==> config.mk <==
export PLATFORM = sky130hd
export DESIGN_NAME = sincos_flat
export DESIGN_NICKNAME = d
export VERILOG_FILES = /design/src/rtl/sincos_if.sv /design/src/rtl/sincos.sv /design/src/flat_wrapper.sv
export SDC_FILE = /design/constraint.sdc
export NUM_CORES = 1
export LEC_CHECK = 0
export ABC_AREA = 1
export CAP_MARGIN = 20
export CORE_MARGIN = 2
export CORE_UTILIZATION = 31
export CTS_CLUSTER_DIAMETER = 120
export DETAILED_ROUTE_END_ITERATION = 8
export GPL_TIMING_DRIVEN = 0
export PLACE_DENSITY = 0.48
export SLEW_MARGIN = 20
export SYNTH_ARGS = -nofsm -noshare
export SYNTH_HDL_FRONTEND = slang
export SYNTH_SLANG_ARGS = --single-unit
==> constraint.sdc <==
create_clock -name clock -period 3.8 [get_ports clock]
set_input_delay 0.76 -clock clock [delete_from_list [all_inputs] [get_ports clock]]
set_output_delay 0.76 -clock clock [all_outputs]
set_load 0.01 [all_outputs]
==> src/rtl/sincos_if.sv <==
// Request/result bundle for the sincos CORDIC rotator.
// The master drives the request fields; the slave returns the result and status.
interface sincos_if #(parameter int DATA_WIDTH = 32);
  logic                         start;
  logic signed [DATA_WIDTH-1:0] angle;
  logic signed [DATA_WIDTH-1:0] magnitude;
  logic signed [DATA_WIDTH-1:0] x;
  logic signed [DATA_WIDTH-1:0] y;
  logic                         busy;
  logic                         done;

  modport master (output start, angle, magnitude, input  x, y, busy, done);
  modport slave  (input  start, angle, magnitude, output x, y, busy, done);
endinterface

==> src/rtl/sincos.sv <==
// Iterative CORDIC rotator: (x, y) = magnitude * (cos, sin)(angle), all values Q.10.
// Define SINCOS_GAIN_COMP_EN to pre-scale by 1/K so the outputs approximate unit gain.
module sincos #(
  parameter int DATA_WIDTH = 32,
  parameter int ITERATIONS = 12
) (
  input  logic     clock,
  input  logic     reset,
  sincos_if.slave  bus
);
  typedef logic signed [DATA_WIDTH-1:0] word_t;
  typedef enum logic [1:0] {IDLE, PREROT, ITER, DONE} state_t;

  localparam logic [3:0] LAST_I = 4'(ITERATIONS - 1);

  state_t     state_q, state_d;
  word_t      ang_q, ang_d, mag_q, mag_d;
  word_t      x_q, x_d, y_q, y_d, z_q, z_d;
  word_t      xo_q, xo_d, yo_q, yo_d;
  logic [3:0] i_q, i_d;
  logic       done_q, done_d;
  word_t      m;

  // atan(2^-i) scaled by 1024
  function automatic word_t atan_t(input logic [3:0] i);
    case (i)
      4'd0:    atan_t = word_t'(804);
      4'd1:    atan_t = word_t'(475);
      4'd2:    atan_t = word_t'(251);
      4'd3:    atan_t = word_t'(127);
      4'd4:    atan_t = word_t'(64);
      4'd5:    atan_t = word_t'(32);
      4'd6:    atan_t = word_t'(16);
      4'd7:    atan_t = word_t'(8);
      4'd8:    atan_t = word_t'(4);
      4'd9:    atan_t = word_t'(2);
      default: atan_t = word_t'(1);
    endcase
  endfunction

`ifdef SINCOS_GAIN_COMP_EN
  assign m = (mag_q * word_t'(622)) >>> 10;
`else
  assign m = mag_q;
`endif

  always_ff @(posedge clock or negedge reset) begin
    if (!reset) state_q <= IDLE;
    else        state_q <= state_d;
  end

  always_comb begin
    state_d = state_q;
    case (state_q)
      IDLE:    if (bus.start) state_d = PREROT;
      PREROT:  state_d = ITER;
      ITER:    if (i_q == LAST_I) state_d = DONE;
      DONE:    state_d = IDLE;
      default: state_d = IDLE;
    endcase
  end

  always_comb begin
    bus.busy = (state_q != IDLE);
    bus.done = done_q;
    bus.x    = xo_q;
    bus.y    = yo_q;
  end

  always_comb begin
    ang_d  = ang_q;
    mag_d  = mag_q;
    x_d    = x_q;
    y_d    = y_q;
    z_d    = z_q;
    i_d    = i_q;
    xo_d   = xo_q;
    yo_d   = yo_q;
    done_d = 1'b0;
    case (state_q)
      IDLE: if (bus.start) begin
        ang_d = bus.angle;
        mag_d = bus.magnitude;
      end
      PREROT: begin
        // Fold |angle| > pi/2 into range by a half-turn, absorbed as a sign flip on x
        y_d = '0;
        i_d = '0;
        if (ang_q > word_t'(1608)) begin
          z_d = ang_q - word_t'(3217);
          x_d = -m;
        end else if (ang_q < -word_t'(1608)) begin
          z_d = ang_q + word_t'(3217);
          x_d = -m;
        end else begin
          z_d = ang_q;
          x_d = m;
        end
      end
      ITER: begin
        i_d = i_q + 4'd1;
        if (!z_q[DATA_WIDTH-1]) begin
          x_d = x_q - (y_q >>> i_q);
          y_d = y_q + (x_q >>> i_q);
          z_d = z_q - atan_t(i_q);
        end else begin
          x_d = x_q + (y_q >>> i_q);
          y_d = y_q - (x_q >>> i_q);
          z_d = z_q + atan_t(i_q);
        end
      end
      DONE: begin
        xo_d   = x_q;
        yo_d   = y_q;
        done_d = 1'b1;
      end
      default: ;
    endcase
  end

  always_ff @(posedge clock or negedge reset) begin
    if (!reset) begin
      ang_q  <= '0;
      mag_q  <= '0;
      x_q    <= '0;
      y_q    <= '0;
      z_q    <= '0;
      i_q    <= '0;
      xo_q   <= '0;
      yo_q   <= '0;
      done_q <= 1'b0;
    end else begin
      ang_q  <= ang_d;
      mag_q  <= mag_d;
      x_q    <= x_d;
      y_q    <= y_d;
      z_q    <= z_d;
      i_q    <= i_d;
      xo_q   <= xo_d;
      yo_q   <= yo_d;
      done_q <= done_d;
    end
  end
endmodule

==> src/flat_wrapper.sv <==
// flat-port wrapper written by rule: the top's interface ports become plain ports
module sincos_flat 
#(
  parameter int DATA_WIDTH = 32,
  parameter int ITERATIONS = 12
)
  (clock, reset, bus_start, bus_angle, bus_magnitude, bus_x, bus_y, bus_busy, bus_done);
  sincos_if #(.DATA_WIDTH(DATA_WIDTH)) bus_i ();
  input  logic clock;
  input  logic reset;
  input wire logic [$bits(bus_i.start)-1:0] bus_start;
  input wire logic [$bits(bus_i.angle)-1:0] bus_angle;
  input wire logic [$bits(bus_i.magnitude)-1:0] bus_magnitude;
  output wire logic [$bits(bus_i.x)-1:0] bus_x;
  output wire logic [$bits(bus_i.y)-1:0] bus_y;
  output wire logic [$bits(bus_i.busy)-1:0] bus_busy;
  output wire logic [$bits(bus_i.done)-1:0] bus_done;
  assign bus_i.start = bus_start;
  assign bus_i.angle = bus_angle;
  assign bus_i.magnitude = bus_magnitude;
  assign bus_x = bus_i.x;
  assign bus_y = bus_i.y;
  assign bus_busy = bus_i.busy;
  assign bus_done = bus_i.done;
  sincos #(.DATA_WIDTH(DATA_WIDTH), .ITERATIONS(ITERATIONS)) u_core (.clock(clock), .reset(reset), .bus(bus_i));
endmodule
; ---- Word level (Yosys, flattened, before mapping)
; Memory sizes are Yosys's and may differ from the RTL's.
; Index checks and enable logic that the tools add are counted.
[word_totals]
word_cells = 56
out_inout_bits = 66
ff_bits = 231
memories = 2
input_bits = 67
rom_bits = 320
[mem_list]
columns = memory, words, width, read_ports, rd_ports_with_merged_regs, write_ports, line_no
row1 = (name not given), 16, 10, 1, 0, 0, sincos.sv:26  ; case (i)
row2 = (name not given), 16, 10, 1, 0, 0, sincos.sv:26
[classes]
mux = 19
add_sub_neg = 10
order_cmp = 2
n_reduce_logical = 5
n_eq_ne = 6
n_shift = 2
[op_table]
columns = operator, count
row1 = 2-to-1 mux 32 bit, 11
row2 = case mux 32 bit (2 select lines), 3
row3 = adder 32 bit, 3
row4 = subtractor 32 bit, 3
row5 = >>> shifter 32 x 4 -> 32 bit, 2
row6 = adder 32 x 13 -> 32 bit (second input constant), 1
row7 = greater-than comparator 32 x 12 -> 1 bit (second input constant), 1
row8 = less-than comparator 32 x 12 -> 1 bit (second input constant), 1
row9 = negation 32 bit, 1
row10 = subtractor 32 x 13 -> 32 bit (second input constant), 1
row11 = case mux 2 bit (4 select lines), 1
row12 = case mux 4 bit (2 select lines), 1
row13 = adder 4 x 1 -> 4 bit (second input constant), 1
row14 = == test 2 bit (second input constant), 2
row15 = == test 4 bit (second input constant), 1
row16 = 2-to-1 mux 2 bit, 2
row17 = AND reduction 2 bit, 2
row18 = nonzero test 2 bit, 2
row19 = == test 2 x 1 -> 1 bit (second input constant), 1
row20 = logical NOT 2 bit, 1
row21 = != test 2 x 1 -> 1 bit (second input constant), 1
row22 = != test 2 bit (second input constant), 1
row23 = 2-to-1 mux 1 bit, 1

; ---- Logic depth before layout (Yosys ltp)
; An unclocked memory read counts as a cell.
[depth]
depth_word = 6
ltp_mapped = 34
mapped_depth_nobuf = 32

; ---- Least setup slack after synthesis
; OpenSTA, ideal clock, no wires.
[synth_timing]
path_type = register -> register
from = register u_core.i_q[0]
to = register u_core.y_q[17]
synth_period_minus_slack_ns = 3.808
arrival_ns = 3.687
slack_ns = -0.008
required_ns = 3.678
stages_incl_launch_ff = 24
cell_sequence = dfrtp_1 > buf_6 > buf_6 > buf_4 > o21ai_1 > nor2_1 > a21oi_1 > nand2_1 > a21oi_2 > ha_1 > nand4_2 > nor2_2 > nand2_1 > nand2_1 > o21ai_1 > xnor2_1 > ha_1 > nand2_1 > nor4_1 > a21oi_1 > inv_1 > a21oi_1 > or2_2 > a32o_1
[synth_between]
elab_chain_cells = 4
word_cells_on_any_way = 5
cone_classes = 2 x add/sub / 1 x shift / 2 x mux
[synth_lines]
columns = element, line_no
row1 = "start, declared", sincos.sv:20  ; logic [3:0] i_q, i_d;
row2 = "start signal, assigned", sincos.sv:138  ; i_q <= i_d;
row3 = >>> shifter 32 x 4 -> 32 bit (*), "sincos.sv:104, sincos.sv:108"
row4 = adder 32 bit / subtractor 32 bit (equally long branches), "sincos.sv:104, sincos.sv:108"
row5 = 2-to-1 mux 32 bit (*), sincos.sv:102  ; if (!z_q[DATA_WIDTH-1]) begin
row6 = case mux 32 bit (2 select lines) (*), sincos.sv:80  ; case (state_q)
row7 = "end signal, assigned", sincos.sv:136  ; y_q <= y_d;
row8 = "end, declared", sincos.sv:18  ; word_t x_q, x_d, y_q, y_d, z_q, z_d;
; Mark *: on every way between the ends. The rest lies on a longest branch, timed or not.
; A chain may end at the register's enable or synchronous reset.

; ---- Worst setup path in the final report
[layout_timing]
from = register u_core.i_q[0]
to = register u_core.x_q[29]
[layout_between]
elab_chain_cells = 4
word_cells_on_any_way = 5
cone_classes = 2 x add/sub / 1 x shift / 2 x mux
[layout_lines]
columns = element, line_no
row1 = >>> shifter 32 x 4 -> 32 bit (*), "sincos.sv:103, sincos.sv:107"
row2 = subtractor 32 bit / adder 32 bit (equally long branches), "sincos.sv:103, sincos.sv:107"
row3 = 2-to-1 mux 32 bit (*), sincos.sv:102
row4 = case mux 32 bit (2 select lines) (*), sincos.sv:80
row5 = "end signal, assigned", sincos.sv:125  ; x_q <= '0;
row6 = "end signal, assigned", sincos.sv:135  ; x_q <= x_d;
row7 = "end, declared", sincos.sv:18
; Marked as above.

==> impl_results.md <==
* Total CTS buffers at 31
* Worst reg-to-reg setup slack at -0.43 ns
* Routability congestion estimate from global placement at 0.982
* Mapped Area at 0.0222 sq mm
* Overflow after GRT at 0
* Max cap viols at 0
* CP Class: flip-flop to flip-flop
* CP Capture Type: flip-flop
* Largest net degree at the start of global routing at 91
* GR Util met2 at 44.5%
* Achievable frequency at 236 MHz
* Number of flops mapped to enable cells by yosys at 0
* TritonCTS clock tree: done
* Fin nets at 3,955
* Crit path arrival time at 4.80 ns
* WP data required at 4.37 ns
* Detail Route Antenna Nets at 0
* Overall routed net length at 101 mm
* HP Class: primary input to async pin
* GR Util All Layers at 26.7%
* Critical R2R Launch: u_core.i_q[0]$_DFFE_PN0P_
* Most frequent cells in the layout: nand2_1, nor2_1, inv_1, nand3_1, a21oi_1
* Max-slew headroom at 17.9%
* Ys Warns at 0
* Die area at 0.0739 sq mm
* Syn_nets at 3,690
* Post-DR vias/cell at 5.25
* Layout Skew at 0.0348 ns
* Grt peak-use layer: met2
* Synth Area per Inst at 6.34 sq um
* Worst slew pin tran at 1.23 ns
* Final core occ at 40.8%
* Final WS setup at -0.431 ns
* Final max-slew violation count at 0
* WL/cell at 21.4 um
* Finished Layout Cells at 4,742
* Most used cell, CP: nand2_1
* Vias at 24,900
* CTS root buffer: clkbuf_16
* Critical R2R Capture: u_core.x_q[29]$_DFFE_PN0P_
* Area Growth Syn to Fin at 30.6%
* Antenna violations before repair at 1
* Critical Path Source: u_core.i_q[0]$_DFFE_PN0P_
* Worst path slowest cell: a2111oi_4
* Drt pass-1 iters at 6
* WP buf/inv at 4
* Fillers at 7,631
* CP endpoint: u_core.x_q[29]$_DFFE_PN0P_
* Commonest non-fill, non-tap cell in the layout: nand2_1
* Seq. cell area at 0.00578 sq mm
* Port bufs at 132
* Dpl cells at 4,588
* Reg clk slew, reported paths at 0.06 ns
* Met1 Track Usage GR at 36.6%
* Fraction of registers with async set/reset at 100%
* Placeable Area at 0.0712 sq mm
* Met3 GRT Util at 2.76%
* Crit path max fanout at 7
* Period utilization at 111%
* CTS HTree Levels at 1
* I/O pin count at 133
* CTS Buffer Depth at 3
* Final setup violation count at 65
* R2R depth at 28
* Post-Syn Instances at 3,504
* Antenna cells at 0
* Minimum clock period at 4.23 ns
* Worst skew pair latency at 0.64 ns
* First-pass GRT wire length at 151 mm
* Placed wire-length estimate at 79.1 mm
* Number of cells on the critical path at 28
* CTS Hold Bufs at 0
* Die height at 272 um
* Violated checks: setup timing
* Hold Fails Final Rpt at 0
* Number of global-route vias before repair at 24,200
* Post-synthesis cell type count at 62
* Sequential fraction of the synthesis area at 26.0%
* CP peak stage delay at 0.39 ns
* Iteration-0 DRC Markers at 1,897
* Share of cells above drive strength 1 at 19.4%
* Worst setup SP type: flip-flop
* Initial Util at 31.2%
* Die X at 272 um
* DRC errors left at 0
* Unrepaired setup endpoints after global routing: true
* FP Rows at 98
* Multi-input logic area at 0.0168 sq mm
* CP delay by family, top: simple AND/OR/NAND/NOR gates
* Clk sinks at 231
* Top_reg_cell synth: dfrtp_1
* #FFs+latches synth at 231
* Status: complete, but fails checks
==> worst min-delay path by stage <==
stage,endpoint,cells after the start
6_report,u_core.bus.y[13]$_DFFE_PN0P_,1
3_5_place_dp,u_core.z_q[25]$_DFFE_PN0P_,2
3_3_place_gp,u_core.z_q[25]$_DFFE_PN0P_,2
2_1_floorplan,u_core.ang_q[0]$_DFFE_PN0P_,0
5_1_grt,u_core.bus.y[13]$_DFFE_PN0P_,1
4_1_cts,u_core.bus.y[13]$_DFFE_PN0P_,1
==> timing repair <==
item	CTS	global route
setup endpoints to repair	87	77
setup buffers	68	27
pin swaps	99	87
gates cloned	4	0
gates resized for setup	355	246
hold endpoints to repair	0	0
==> cells by family after synthesis <==
kind of cell | after synthesis | synth area share [%]
compound gates | 698 | 17.4
xor+xnor | 108 | 4.26
fa+ha+maj | 119 | 6.80
buf+inv | 476 | 8.61
flops | 231 | 26.0
mux | 59 | 2.99
simple gates | 1813 | 33.9
==> cell usage after synthesis (4+ instances only) <==
cell type | count | area share, %
buf_6 | 8 | 0.41
nor2_2 | 11 | 0.31
o21ai_1 | 26 | 0.59
nor2_1 | 413 | 7.0
xnor2_1 | 29 | 1.1
a21oi_1 | 293 | 6.6
a31oi_1 | 47 | 1.3
inv_2 | 13 | 0.22
nor3_1 | 54 | 1.2
o21ai_2 | 7 | 0.28
ha_1 | 116 | 6.5
a221oi_1 | 5 | 0.20
o21ai_0 | 215 | 4.8
nand3_1 | 301 | 6.8
nand2_2 | 14 | 0.39
and2_1 | 5 | 0.14
buf_1 | 20 | 0.34
or2_2 | 11 | 0.31
a22oi_1 | 4 | 0.14
clkbuf_1 | 66 | 1.1
inv_1 | 326 | 5.5
o21a_1 | 9 | 0.30
a21boi_0 | 4 | 0.14
nor4_1 | 12 | 0.34
o221ai_1 | 6 | 0.24
o31ai_1 | 11 | 0.37
xor2_1 | 79 | 3.1
mux2_2 | 59 | 3.0
or2_1 | 6 | 0.17
buf_2 | 35 | 0.79
nand2_1 | 949 | 16
a21oi_2 | 5 | 0.20
o211ai_1 | 7 | 0.24
o22ai_1 | 16 | 0.45
o21bai_1 | 17 | 0.57
nand4_1 | 20 | 0.56
dfrtp_1 | 231 | 26
nand3b_1 | 4 | 0.14
a21o_1 | 14 | 0.47
buf_4 | 5 | 0.17
==> layout make-up <==
cell class              count  share of cell area [%]
repair buffers            233                    7.68
multi-input cells        2797                    57.7
plain buffers             134                    2.57
inverters                 341                    4.45
clock buffers              35                    2.76
well taps                 950                    4.09
flip-flops and latches    231                    19.9
clock inverters            21                   0.832
==> worst reg2reg max path, delay by kind of cell, from the launching register on <==
family | cells | cell delay (ns)
flops | 1 | 0.36
fa+ha+maj | 2 | 0.43
xor+xnor | 1 | 0.25
simple gates | 18 | 1.92
buf+inv | 4 | 0.59
compound gates | 3 | 0.63
==> metrics by stage <==
step           setup TNS, ns  setup slack [ns]  instance area, sq um  hold WS [ns]
2_1_floorplan              0           0.00947                 22200         0.455
3_3_place_gp        -2195.16             -9.26                 24700         0.479
3_5_place_dp          -69.07             -1.46                 24800         0.483
4_1_cts               -16.76            -0.499                 27900         0.147
5_1_grt               -34.37            -0.728                 29000         0.170
6_report              -17.09            -0.431                 29000         0.115
==> routing by layer <==
metal | vias up | wire (um)
met4 | 0 | 3280
met3 | 150 | 5770
met1 | 11800 | 45500
li1 | 12200 | -
met2 | 793 | 46800
met5 | - | 0
==> sequential cells by signal (all words and copies together) (netlist names) <==
signal / cells
u_core.ang_q: 32
u_core.bus.x: 32
u_core.bus.y: 32
u_core.m: 32
u_core.x_q: 32
u_core.y_q: 32
u_core.z_q: 32
u_core.i_q: 4
u_core.state_q: 2
u_core.bus.done: 1
Power is not shown: default switching activity piles up to over one toggle a cycle in this logic, so the estimate is an artifact.
